===== src/rtl/run_sequencer.sv =====
// Run controller: debounced start, job config latch, CPU reset hold, completion watch.
// Define WATCHDOG_EN to add the RUN-time watchdog and the ERROR/timeout status.
module run_sequencer #(
  parameter logic [31:0] DONE_ADDR       = 32'h0000_FFFC,
  parameter int          DEBOUNCE_CYCLES = 16,
  parameter int          RESET_HOLD      = 4,
  parameter logic [31:0] TIMEOUT_CYCLES  = 32'h00FF_FFFF
) (
  input  logic        clk,
  input  logic        rst,
  input  logic        start_button,
  input  logic        image_select,
  input  logic        interpolation_type,
  input  logic [3:0]  quadrant,
  input  logic        mem_write,
  input  logic [31:0] mem_addr,
  input  logic [31:0] mem_wdata,
  output logic        cpu_rst,
  output logic        cfg_image_select,
  output logic        cfg_interpolation_type,
  output logic [3:0]  cfg_quadrant,
  output logic        busy,
  output logic        done,
  output logic        timeout,
  output logic [31:0] cycle_count
);

`ifdef WATCHDOG_EN
  localparam bit WATCHDOG = 1'b1;
`else
  localparam bit WATCHDOG = 1'b0;
`endif

  localparam int DW = $clog2(DEBOUNCE_CYCLES + 1);
  localparam int HW = $clog2(RESET_HOLD + 1);
  localparam logic [DW-1:0] DEB_LAST  = DW'(DEBOUNCE_CYCLES - 1);
  localparam logic [HW-1:0] HOLD_LAST = HW'(RESET_HOLD - 1);

  typedef enum logic [2:0] {
    S_IDLE, S_DEBOUNCE, S_HOLD_RST, S_RUN, S_DONE, S_ERROR
  } state_t;

  state_t          state_reg;
  state_t          origin_reg;
  logic            sync_reg;
  logic            btn_s;
  logic [DW-1:0]   deb_cnt_reg;
  logic [HW-1:0]   hold_cnt_reg;
  logic            released_reg;
  logic            completion;

  assign completion = mem_write && (mem_addr == DONE_ADDR) && (mem_wdata != 32'd0);

  always_ff @(posedge clk) begin
    if (rst) begin
      state_reg              <= S_IDLE;
      origin_reg             <= S_IDLE;
      sync_reg               <= 1'b0;
      btn_s                  <= 1'b0;
      deb_cnt_reg            <= '0;
      hold_cnt_reg           <= '0;
      released_reg           <= 1'b0;
      cpu_rst                <= 1'b1;
      cfg_image_select       <= 1'b0;
      cfg_interpolation_type <= 1'b0;
      cfg_quadrant           <= 4'd0;
      busy                   <= 1'b0;
      done                   <= 1'b0;
      timeout                <= 1'b0;
      cycle_count            <= 32'd0;
    end else begin
      sync_reg <= start_button;
      btn_s    <= sync_reg;
      case (state_reg)
        S_IDLE: begin
          if (btn_s) begin
            origin_reg  <= S_IDLE;
            deb_cnt_reg <= '0;
            state_reg   <= S_DEBOUNCE;
          end
        end
        S_DONE, S_ERROR: begin
          // A button still held from the previous job must be released first.
          if (!btn_s) begin
            released_reg <= 1'b1;
          end else if (released_reg) begin
            origin_reg  <= state_reg;
            deb_cnt_reg <= '0;
            state_reg   <= S_DEBOUNCE;
          end
        end
        S_DEBOUNCE: begin
          if (!btn_s) begin
            state_reg <= origin_reg;
          end else if (deb_cnt_reg == DEB_LAST) begin
            cfg_image_select       <= image_select;
            cfg_interpolation_type <= interpolation_type;
            cfg_quadrant           <= quadrant;
            cycle_count            <= 32'd0;
            done                   <= 1'b0;
            timeout                <= 1'b0;
            busy                   <= 1'b1;
            hold_cnt_reg           <= '0;
            state_reg              <= S_HOLD_RST;
          end else begin
            deb_cnt_reg <= deb_cnt_reg + 1'b1;
          end
        end
        S_HOLD_RST: begin
          if (hold_cnt_reg == HOLD_LAST) begin
            cpu_rst   <= 1'b0;
            state_reg <= S_RUN;
          end else begin
            hold_cnt_reg <= hold_cnt_reg + 1'b1;
          end
        end
        S_RUN: begin
          if (cycle_count != 32'hFFFF_FFFF) cycle_count <= cycle_count + 32'd1;
          // Completion takes priority over a watchdog expiry in the same cycle.
          if (completion) begin
            cpu_rst      <= 1'b1;
            busy         <= 1'b0;
            done         <= 1'b1;
            released_reg <= 1'b0;
            state_reg    <= S_DONE;
          end else if (WATCHDOG && (cycle_count == TIMEOUT_CYCLES - 32'd1)) begin
            cpu_rst      <= 1'b1;
            busy         <= 1'b0;
            timeout      <= 1'b1;
            released_reg <= 1'b0;
            state_reg    <= S_ERROR;
          end
        end
        default: state_reg <= S_IDLE;
      endcase
    end
  end

endmodule


===== config.mk =====
export PLATFORM = sky130hd
export DESIGN_NAME = run_sequencer
export DESIGN_NICKNAME = d
export VERILOG_FILES = /design/src/rtl/run_sequencer.sv
export SDC_FILE = /design/constraint.sdc
export NUM_CORES = 1
export LEC_CHECK = 0
export CAP_MARGIN = 40
export CORE_MARGIN = 2
export CORE_UTILIZATION = 45
export CTS_BUF_LIST = sky130_fd_sc_hd__clkbuf_8
export DETAILED_ROUTE_END_ITERATION = 16
export PLACE_DENSITY_LB_ADDON = 0.08
export SETUP_SLACK_MARGIN = 0.4
export SYNTH_ARGS = -nofsm -noshare
export SYNTH_HDL_FRONTEND = slang
export SYNTH_SLANG_ARGS = --single-unit

===== constraint.sdc =====
create_clock -name clk -period 2.75 [get_ports clk]
set_input_delay 0.275 -clock clk [delete_from_list [all_inputs] [get_ports clk]]
set_output_delay 0.275 -clock clk [all_outputs]
set_load 0.02 [all_outputs]

==> flow_metrics.py, run 1 <==
metrics = {
    "outcome": {
        "outcome": "completed",
    },
    "floorplanning": {
        "dieHeight_um": 84.3,
        "io_pins": 116,
        "rows": 29,
        "initial_core_util": 0.462,
        "die_x_um": 84.3,
        "design.die.area_um2": 7100,
        "core_area_um2": 6280,
    },
    "timing": {
        "worst_pin_slew_ns": 0.574,
        "skew_ns": 0.00838,
        "slew_headroom": 0.617,
        "finalSetupViolations": 0,
        "fmax_mhz": 430,
        "period_share": 0.846,
        "min_period_ns": 2.33,
        "slew_violations": 0,
        "hold_viol": 0,
        "rsz0062_at_grt": "true",
        "fin_setup_tns_ns": 0,
    },
    "final_layout": {
        "final_cell_mix": "114 x clkdlybuf4s50_1, 56 x dfxtp_1, 36 x a21oi_1",
        "final_cells": 572,
        "antenna_cells": 0,
        "syn2layout_area_growth_pct": 53.9,
        "fin_area_um2": 4460,
        "largest_reg_flops": 32,
        "fillers": 539,
        "final_nets": 569,
        "drive_gt1_frac": 0.0970,
        "mostFrequentLayoutCell": "clkdlybuf4s50_1",
    },
    "grt": {
        "antenna_found_initial": 0,
        "grt_pass1_wl_um": 13800,
        "grt_overflow": 0,
        "grt_max_degree": 20,
        "grt_pass1_vias": 3009,
        "grtUsageTotal": 0.244,
    },
    "worst_setup_path": {
        "crit_required_ns": 3.02,
        "critPathMaxFanout": 4,
        "cp-start-kind": "flip-flop",
        "path_class": "flip-flop to flip-flop",
        "regToRegSetupSlack_ns": 0.42,
        "end_kind": "flip-flop",
        "cp_data_arrival_time_ns": 2.60,
    },
    "logic_synthesis": {
        "syn-instance-count": 361,
        "yosysSeqAreaShare": 0.401,
        "synth_edf_count": 0,
        "syn_nets": 440,
        "synth_flop_cell": "dfxtp_1",
        "yosys_warnings": 0,
        "synthesis.area_um2": 2900,
        "syn_area_per_cell_um2": 8.03,
        "ys_ff_latch": 58,
        "async_reset_ff_frac": 0,
        "synth_cell_types": 50,
    },
    "placement": {
        "place_congestion": 0.834,
        "place_area_um2": 4200,
        "hpwl_um": 6550,
        "dp.cells": 550,
        "portBuffers": 114,
    },
    "power": {
        "powerDensity_nw_per_um2": 468,
        "leakage_nw": 1.48,
        "ir_worst_vdd_v": 0.000327,
    },
    "routing": {
        "drc_errors": 0,
        "drt_pass1_iterations": 4,
        "via_count": 3259,
        "dr.first_iter.drc_count": 183,
        "ant_nets": 0,
        "wl_per_cell_um": 15.0,
        "viasPerCell": 5.70,
        "wl_um": 8590,
    },
    "hold_path": {
        "hold_class": "flip-flop to flip-flop",
    },
    "clocking": {
        "cts_tree": "done",
        "cts_sinks": 58,
        "clockBufferDepth": 2,
        "numCtsBuffers": 9,
        "cts_root_buffer": "clkbuf_8",
        "cts_max_level": 3,
        "clkLatencyLatePin_ns": 0.34,
        "clk_pin_slew_worst_paths_ns": 0.06,
        "cts-hold-fix-buffers": 0,
    },
    "flow_run": {
        "cap_violations": 0,
    },
}
## critical path, stage by stage (launching register included)
cell	delay, ns
dfxtp_2	0.33
ha_2	0.17
and3_4	0.19
ha_4	0.15
a21oi_4	0.07
or4_4	0.44
or3_4	0.36
or4_1	0.40
a21oi_1	0.14
## stage by stage
step	worst slack (ns)	hold slack, ns	util	total power (W)
detailed placement	0.0301	0.429	0.669	0.00138
global placement	0.0570	0.422	0.669	0.00137
CTS	0.403	0.444	0.703	0.00210
finish	0.423	0.437	0.711	0.00209
global route	0.312	0.486	0.711	0.00219
floorplan	0.440	0.403	-	0.00119
## area by class of cell
type | instances | area [um^2] | share of cell area
Multi-Input combinational cell | 276 | 1700 | 0.381
Sequential cell | 58 | 1160 | 0.261
Tap cell | 77 | 96.3 | 0.0216
Clock inverter | 4 | 17.5 | 0.00393
Clock buffer | 12 | 165 | 0.0370
Timing Repair Buffer | 131 | 1270 | 0.284
Inverter | 14 | 52.6 | 0.0118
## path summary, 6_finish.rpt
kind,startpoint,to,depth (start not counted)
max,deb_cnt_reg[0],cycle_count[21],8
min,sync_reg,btn_s,1
max reg2reg,deb_cnt_reg[0],cycle_count[21],8
min reg2reg,sync_reg,btn_s,1
## logic make-up (layout without fill, tap and decap cells)
logic type      count (synthesis)  count (layout)  synth area share
buf+inv                        27             161            0.0367
xor+xnor                       10              10            0.0302
other cells                     1               1           0.00129
compound gates                 88              88             0.186
flops                          58              58             0.401
fa+ha+maj                       5               5            0.0216
simple gates                  172             172             0.324
## timing repair
action | 4_1_cts | 5_1_grt
setup endpoints to repair | 3 | 17
pin swaps | 6 | 3
resized for setup | 2 | 3
buffers inserted | 2 | 4
## where the power goes
group / total (W) / internal [W] / leakage, nW / switching, W
combinational: 0.000446 / 0.000225 / 0.906 / 0.000221
sequential: 0.000929 / 0.000873 / 0.469 / 0.0000559
clock: 0.000715 / 0.000391 / 0.105 / 0.000324
## Yosys cell counts, types with 2 or more instances
cell / n / area [um^2]
o21ai_0: 15 / 75.1
clkbuf_1: 10 / 37.5
a31oi_1: 3 / 18.8
nor2_1: 31 / 116
inv_1: 13 / 48.8
nand2b_1: 4 / 25.0
o211ai_1: 6 / 45.0
o311ai_1: 2 / 17.5
a21o_1: 3 / 22.5
or3_1: 18 / 113
nand4b_1: 4 / 35.0
nor2b_1: 4 / 25.0
nor4_1: 11 / 68.8
a311oi_1: 2 / 17.5
xnor2_1: 4 / 35.0
a21oi_1: 37 / 185
nor3_1: 7 / 35.0
or4_1: 8 / 60.1
and3_1: 6 / 37.5
o31ai_1: 7 / 52.6
nand2_1: 35 / 131
o21ai_1: 5 / 25.0
nand3_1: 16 / 80.1
ha_1: 5 / 62.6
and4_1: 6 / 52.6
dfxtp_1: 58 / 1160
xor2_1: 6 / 52.6
nand4_1: 13 / 81.3
## layer usage
metal,vias to the layer above,part of all wire,track usage
met4,0,0.029,0.117
met1,1536,0.43,0.296
met5,-,0,0
met2,106,0.48,0.400
li1,1599,-,-
met3,18,0.063,0.0669
Power figures use the tool's default switching activity.
==> inputs of run 2 (changes only) <==
Settings changed: CORE_UTILIZATION 45 to 40.
Clock period 2.75 ns to 2 ns, I/O delays scaled along.
==> flow_metrics.py, run 2 (synthesized netlist as in run 1, its figures left out) <==
metrics = {
    "flow_run": {
        "cap_violations": 0,
    },
    "final_layout": {
        "final_nets": 626,
        "syn2layout_area_growth_pct": 89.1,
        "drive_gt1_frac": 0.304,
        "ff_latch_area_um2": 1180,
        "mostFrequentLayoutCell": "clkdlybuf4s50_1",
        "fillers": 532,
        "largest_reg_flops": 32,
        "antenna_cells": 0,
        "final_cells": 651,
        "final_core_util": 0.768,
        "multi_input_area_um2": 2030,
        "final_cell_mix": "71 x clkdlybuf4s50_1, 52 x buf_4, 47 x dfxtp_1",
    },
    "timing": {
        "min_period_ns": 2.31,
        "skew_ns": 0.00806,
        "hold_viol": 0,
        "whs_ns": 0.415,
        "finalWorstSetupSlack_ns": -0.313,
        "slew_violations": 0,
        "finalSetupViolations": 46,
        "fmax_mhz": 432,
        "rsz0062_at_grt": "true",
        "period_share": 1.16,
    },
    "power": {
        "ir_worst_vdd_v": 0.000316,
        "leakage_nw": 2.30,
        "powerDensity_nw_per_um2": 676,
    },
    "hold_path": {
        "hold_class": "input pin to flip-flop",
        "hp-start": "quadrant[1]",
        "min_path_cells": 3,
        "hold_path_end": "cfg_quadrant[1]",
    },
    "floorplanning": {
        "design.die.area_um2": 7940,
        "dieHeight_um": 89.1,
        "initial_core_util": 0.406,
        "die_x_um": 89.1,
        "core_area_um2": 7140,
        "rows": 31,
        "io_pins": 116,
    },
    "clocking": {
        "clockBufferDepth": 2,
        "clk_pin_slew_worst_paths_ns": 0.07,
        "cts_root_buffer": "clkbuf_8",
        "cts_tree": "done",
        "clkLatencyLatePin_ns": 0.34,
        "cts_sinks": 58,
        "cts_max_level": 3,
        "numCtsBuffers": 9,
    },
    "routing": {
        "drc_errors": 0,
        "ant_nets": 0,
        "viasPerCell": 5.38,
        "wl_um": 9910,
        "drt_pass1_iterations": 4,
        "via_count": 3505,
        "wl_per_cell_um": 15.2,
        "dr.first_iter.drc_count": 207,
    },
    "worst_setup_path": {
        "slowest_stage": "or4_4",
        "reg2regPathDepth": 13,
        "regToRegSetupSlack_ns": -0.31,
        "cp_top_family": "simple AND/OR/NAND/NOR gates",
        "critPathMaxFanout": 6,
        "end_kind": "flip-flop",
        "cpMostUsedCell": "buf_6",
        "cp_cell_sequence": "ha_4 > and3_4 > ha_4 > a21oi_4 > buf_6 > buf_6 > buf_4 > buf_6 > nor2_4 > o31ai_4 > buf_6 > or4_4 > a21oi_1",
        "crit_required_ns": 2.26,
        "max_stage_delay_ns": 0.40,
        "path_buf_inv": 5,
        "path_class": "flip-flop to flip-flop",
        "r2r_start": "deb_cnt_reg[1]",
        "cp_data_arrival_time_ns": 2.57,
        "cp-start-kind": "flip-flop",
        "timing.rr.end": "cycle_count[7]",
    },
    "grt": {
        "antenna_found_initial": 0,
        "grt_pass1_wl_um": 15100,
        "grt_max_degree": 20,
        "grtUsageTotal": 0.245,
        "grt_overflow": 0,
        "grt_pass1_vias": 3328,
    },
    "placement": {
        "dp.cells": 612,
        "place_congestion": 0.843,
        "preCtsSetupSlack_ns": -0.491,
        "hpwl_um": 6790,
        "portBuffers": 114,
    },
    "outcome": {
        "outcome": "finished with violations",
        "violations": "setup timing",
    },
}
run 2: changes by cell type in the layout (fill, tap and decap cells not counted), sizes merged, moves of 4 or more:
cell	previous run	this run
dlygate4sd2	0	15
buf	17	77
bufinv	0	4
clkdlybuf4s50	114	71
dlymetal6s2s	0	24
run 2: area by class of cell:
class	count	area share
Sequential cell	58	0.215
Inverter	14	0.0105
Clock buffer	12	0.0301
Timing Repair Buffer	187	0.329
Tap cell	99	0.0226
Clock inverter	4	0.0219
Multi-Input combinational cell	277	0.370
run 2: where the power goes:
part / internal (W) / switching [W]
sequential: 0.00120 / 0.0000507
clock: 0.00106 / 0.000469
combinational: 0.000461 / 0.000471
total: 0.00272 / 0.000990
run 2: how the worst max path moves through the flow:
stage	start	end	cells past startpoint	slack (ns)
2_1_floorplan	deb_cnt_reg[1]	cycle_count[19]	8	-0.25
3_3_place_gp	mem_addr[24]	busy	6	-0.47
3_5_place_dp	mem_addr[24]	busy	6	-0.49
4_1_cts	deb_cnt_reg[1]	cycle_count[21]	8	-0.27
5_1_grt	deb_cnt_reg[1]	cycle_count[18]	10	-0.39
6_report	deb_cnt_reg[1]	cycle_count[7]	13	-0.31
run 2: through the flow:
step	total power [W]	TNS, ns	instance area [um^2]
after floorplan	0.00165	-1.08	3010
after global placement	0.00197	-5.49	4610
after detailed placement	0.00198	-5.94	4610
after CTS	0.00363	-4.37	5220
after global routing	0.00385	-11.28	5480
final	0.00371	-7.66	5480
run 2: worst reg2reg max path, delay by kind of cell, from the launching register on:
family	cells	cell delay (ns)
buf+inv	5	0.61
flops	1	0.35
simple gates	3	0.67
compound gates	3	0.31
fa+ha+maj	2	0.28
run 2: timing repair:
action,4_1_cts,5_1_grt
pin swaps,48,41
hold buffers,0,0
setup buffers,15,6
gates resized for setup,74,68
gates cloned,2,0
setup endpoints to repair,67,61
run 2: per-layer routing:
layer  global-route usage  wire [um]
met1                0.300       4080
met2                0.415       5080
met3               0.0656        678
met4               0.0841         79
met5                    0          0
==> inputs of run 3 (changes only) <==
Settings changed: CORE_ASPECT_RATIO set to 1.5.
==> flow_metrics.py, run 3 (synthesized netlist as in run 1, its figures left out) <==
metrics = {
    "power": {
        "powerDensity_nw_per_um2": 662,
        "ir_worst_vdd_v": 0.000487,
        "finalPower_w": 0.00358,
        "leakage_nw": 2.13,
    },
    "routing": {
        "wl_um": 10400,
        "drt_pass1_iterations": 4,
        "viasPerCell": 5.51,
        "wl_per_cell_um": 16.5,
        "dr.first_iter.drc_count": 159,
        "drc_errors": 0,
        "ant_nets": 0,
        "via_count": 3488,
    },
    "worst_setup_path": {
        "regToRegSetupSlack_ns": -0.30,
        "cp_cell_sequence": "ha_4 > and3_4 > ha_4 > a21oi_4 > or4_4 > or3_4 > or4_1 > a21oi_2",
        "path_class": "flip-flop to flip-flop",
        "cpMostUsedCell": "ha_4",
        "max_stage_delay_ns": 0.44,
        "timing.rr.end": "cycle_count[21]",
        "slowest_stage": "or4_4",
        "r2r_start": "deb_cnt_reg[1]",
        "crit_required_ns": 2.28,
        "critPathMaxFanout": 3,
        "cp-start-kind": "flip-flop",
        "cp_data_arrival_time_ns": 2.58,
        "reg2regPathDepth": 8,
        "end_kind": "flip-flop",
    },
    "timing": {
        "skew_ns": 0.00989,
        "worst_pin_slew_ns": 0.512,
        "period_share": 1.15,
        "slew_headroom": 0.657,
        "rsz0062_at_grt": "true",
        "fmax_mhz": 434,
        "hold_viol": 0,
        "finalWorstSetupSlack_ns": -0.302,
        "finalSetupViolations": 24,
        "min_period_ns": 2.30,
        "fin_setup_tns_ns": -1.93,
        "slew_violations": 0,
        "whs_ns": 0.420,
    },
    "final_layout": {
        "final_cell_mix": "81 x clkdlybuf4s50_1, 55 x buf_4, 43 x dfxtp_1",
        "syn2layout_area_growth_pct": 86.4,
        "final_cells": 633,
        "antenna_cells": 0,
        "drive_gt1_frac": 0.322,
        "fillers": 538,
        "ff_latch_area_um2": 1180,
        "final_nets": 627,
        "mostFrequentLayoutCell": "clkdlybuf4s50_1",
        "largest_reg_flops": 32,
        "multi_input_area_um2": 2050,
    },
    "grt": {
        "grt_pass1_vias": 3352,
        "grtUsageTotal": 0.249,
        "grt_overflow": 0,
        "grt_max_degree": 20,
        "grt_pass1_wl_um": 15500,
        "antenna_found_initial": 0,
    },
    "floorplanning": {
        "io_pins": 116,
        "dieHeight_um": 108,
        "design.die.area_um2": 7960,
        "initial_core_util": 0.406,
        "rows": 38,
        "die_x_um": 73.5,
        "core_area_um2": 7130,
    },
    "placement": {
        "dp.cells": 588,
        "preCtsSetupSlack_ns": -0.484,
        "portBuffers": 114,
        "hpwl_um": 7190,
        "place_congestion": 0.803,
    },
    "clocking": {
        "clkLatencyLatePin_ns": 0.34,
        "cts-hold-fix-buffers": 0,
        "numCtsBuffers": 9,
        "cts_root_buffer": "clkbuf_8",
        "cts_max_level": 3,
        "cts_sinks": 58,
        "cts_tree": "done",
        "clockBufferDepth": 2,
        "clk_pin_slew_worst_paths_ns": 0.07,
    },
    "outcome": {
        "violations": "setup timing",
        "outcome": "finished with violations",
    },
    "hold_path": {
        "hold_path_end": "sync_reg",
        "hp-start": "start_button",
        "hold_class": "input pin to flip-flop",
        "min_path_cells": 2,
    },
    "flow_run": {
        "cap_violations": 0,
    },
}
## run 3: timing repair
action	CTS	global route
setup buffers	16	11
gates cloned	1	1
endpoints found under the setup margin	64	58
resized for setup	85	51
pin swaps	37	41
## run 3: layout make-up
| cell class | instances | area share |
|---|---|---|
| clock inverter | 5 | 0.0185 |
| clock buffer | 11 | 0.0280 |
| sequential | 58 | 0.219 |
| timing repair buffer | 188 | 0.326 |
| tap | 80 | 0.0185 |
| inverter | 14 | 0.0111 |
| multi-input combinational | 277 | 0.379 |
## run 3: worst max-delay path by stage
stage                   start         endpoint  depth (start not counted)
2_1_floorplan  deb_cnt_reg[1]  cycle_count[19]                          8
3_3_place_gp     mem_addr[24]     released_reg                          6
3_5_place_dp     mem_addr[24]     released_reg                          6
4_1_cts        deb_cnt_reg[1]  cycle_count[21]                          8
5_1_grt        deb_cnt_reg[1]  cycle_count[21]                          9
6_report       deb_cnt_reg[1]  cycle_count[21]                          8
## run 3: critical path: cells and delay by family, from the launching register on
family                     cells  cell delay [ns]
and+or+nand+nor                4             1.42
DFF                            1             0.35
adders and majority gates      2             0.27
AOI/OAI and AO/OA              2             0.20
## run 3: report_power, final
group / switching (W) / leakage [nW] / internal, W
clock network: 0.000497 / 0.129 / 0.000892
logic: 0.000490 / 1.52 / 0.000438
registers: 0.0000559 / 0.476 / 0.00121
total: 0.00104 / 2.13 / 0.00254
## run 3: metal layers
metal  up-vias  wire length (um)  GRT usage
li1       1720                 -          -
met1      1673              3830      0.274
met2        81              6020      0.459
met3        14               395     0.0457
met4         0               170     0.0922
met5         -                 0          0
## run 3: metrics by stage
step / utilization / area, um^2
floorplan: - / 3010
global placement: 0.638 / 4550
detailed placement: 0.638 / 4550
CTS: 0.716 / 5110
global route: 0.758 / 5410
finish: 0.758 / 5410
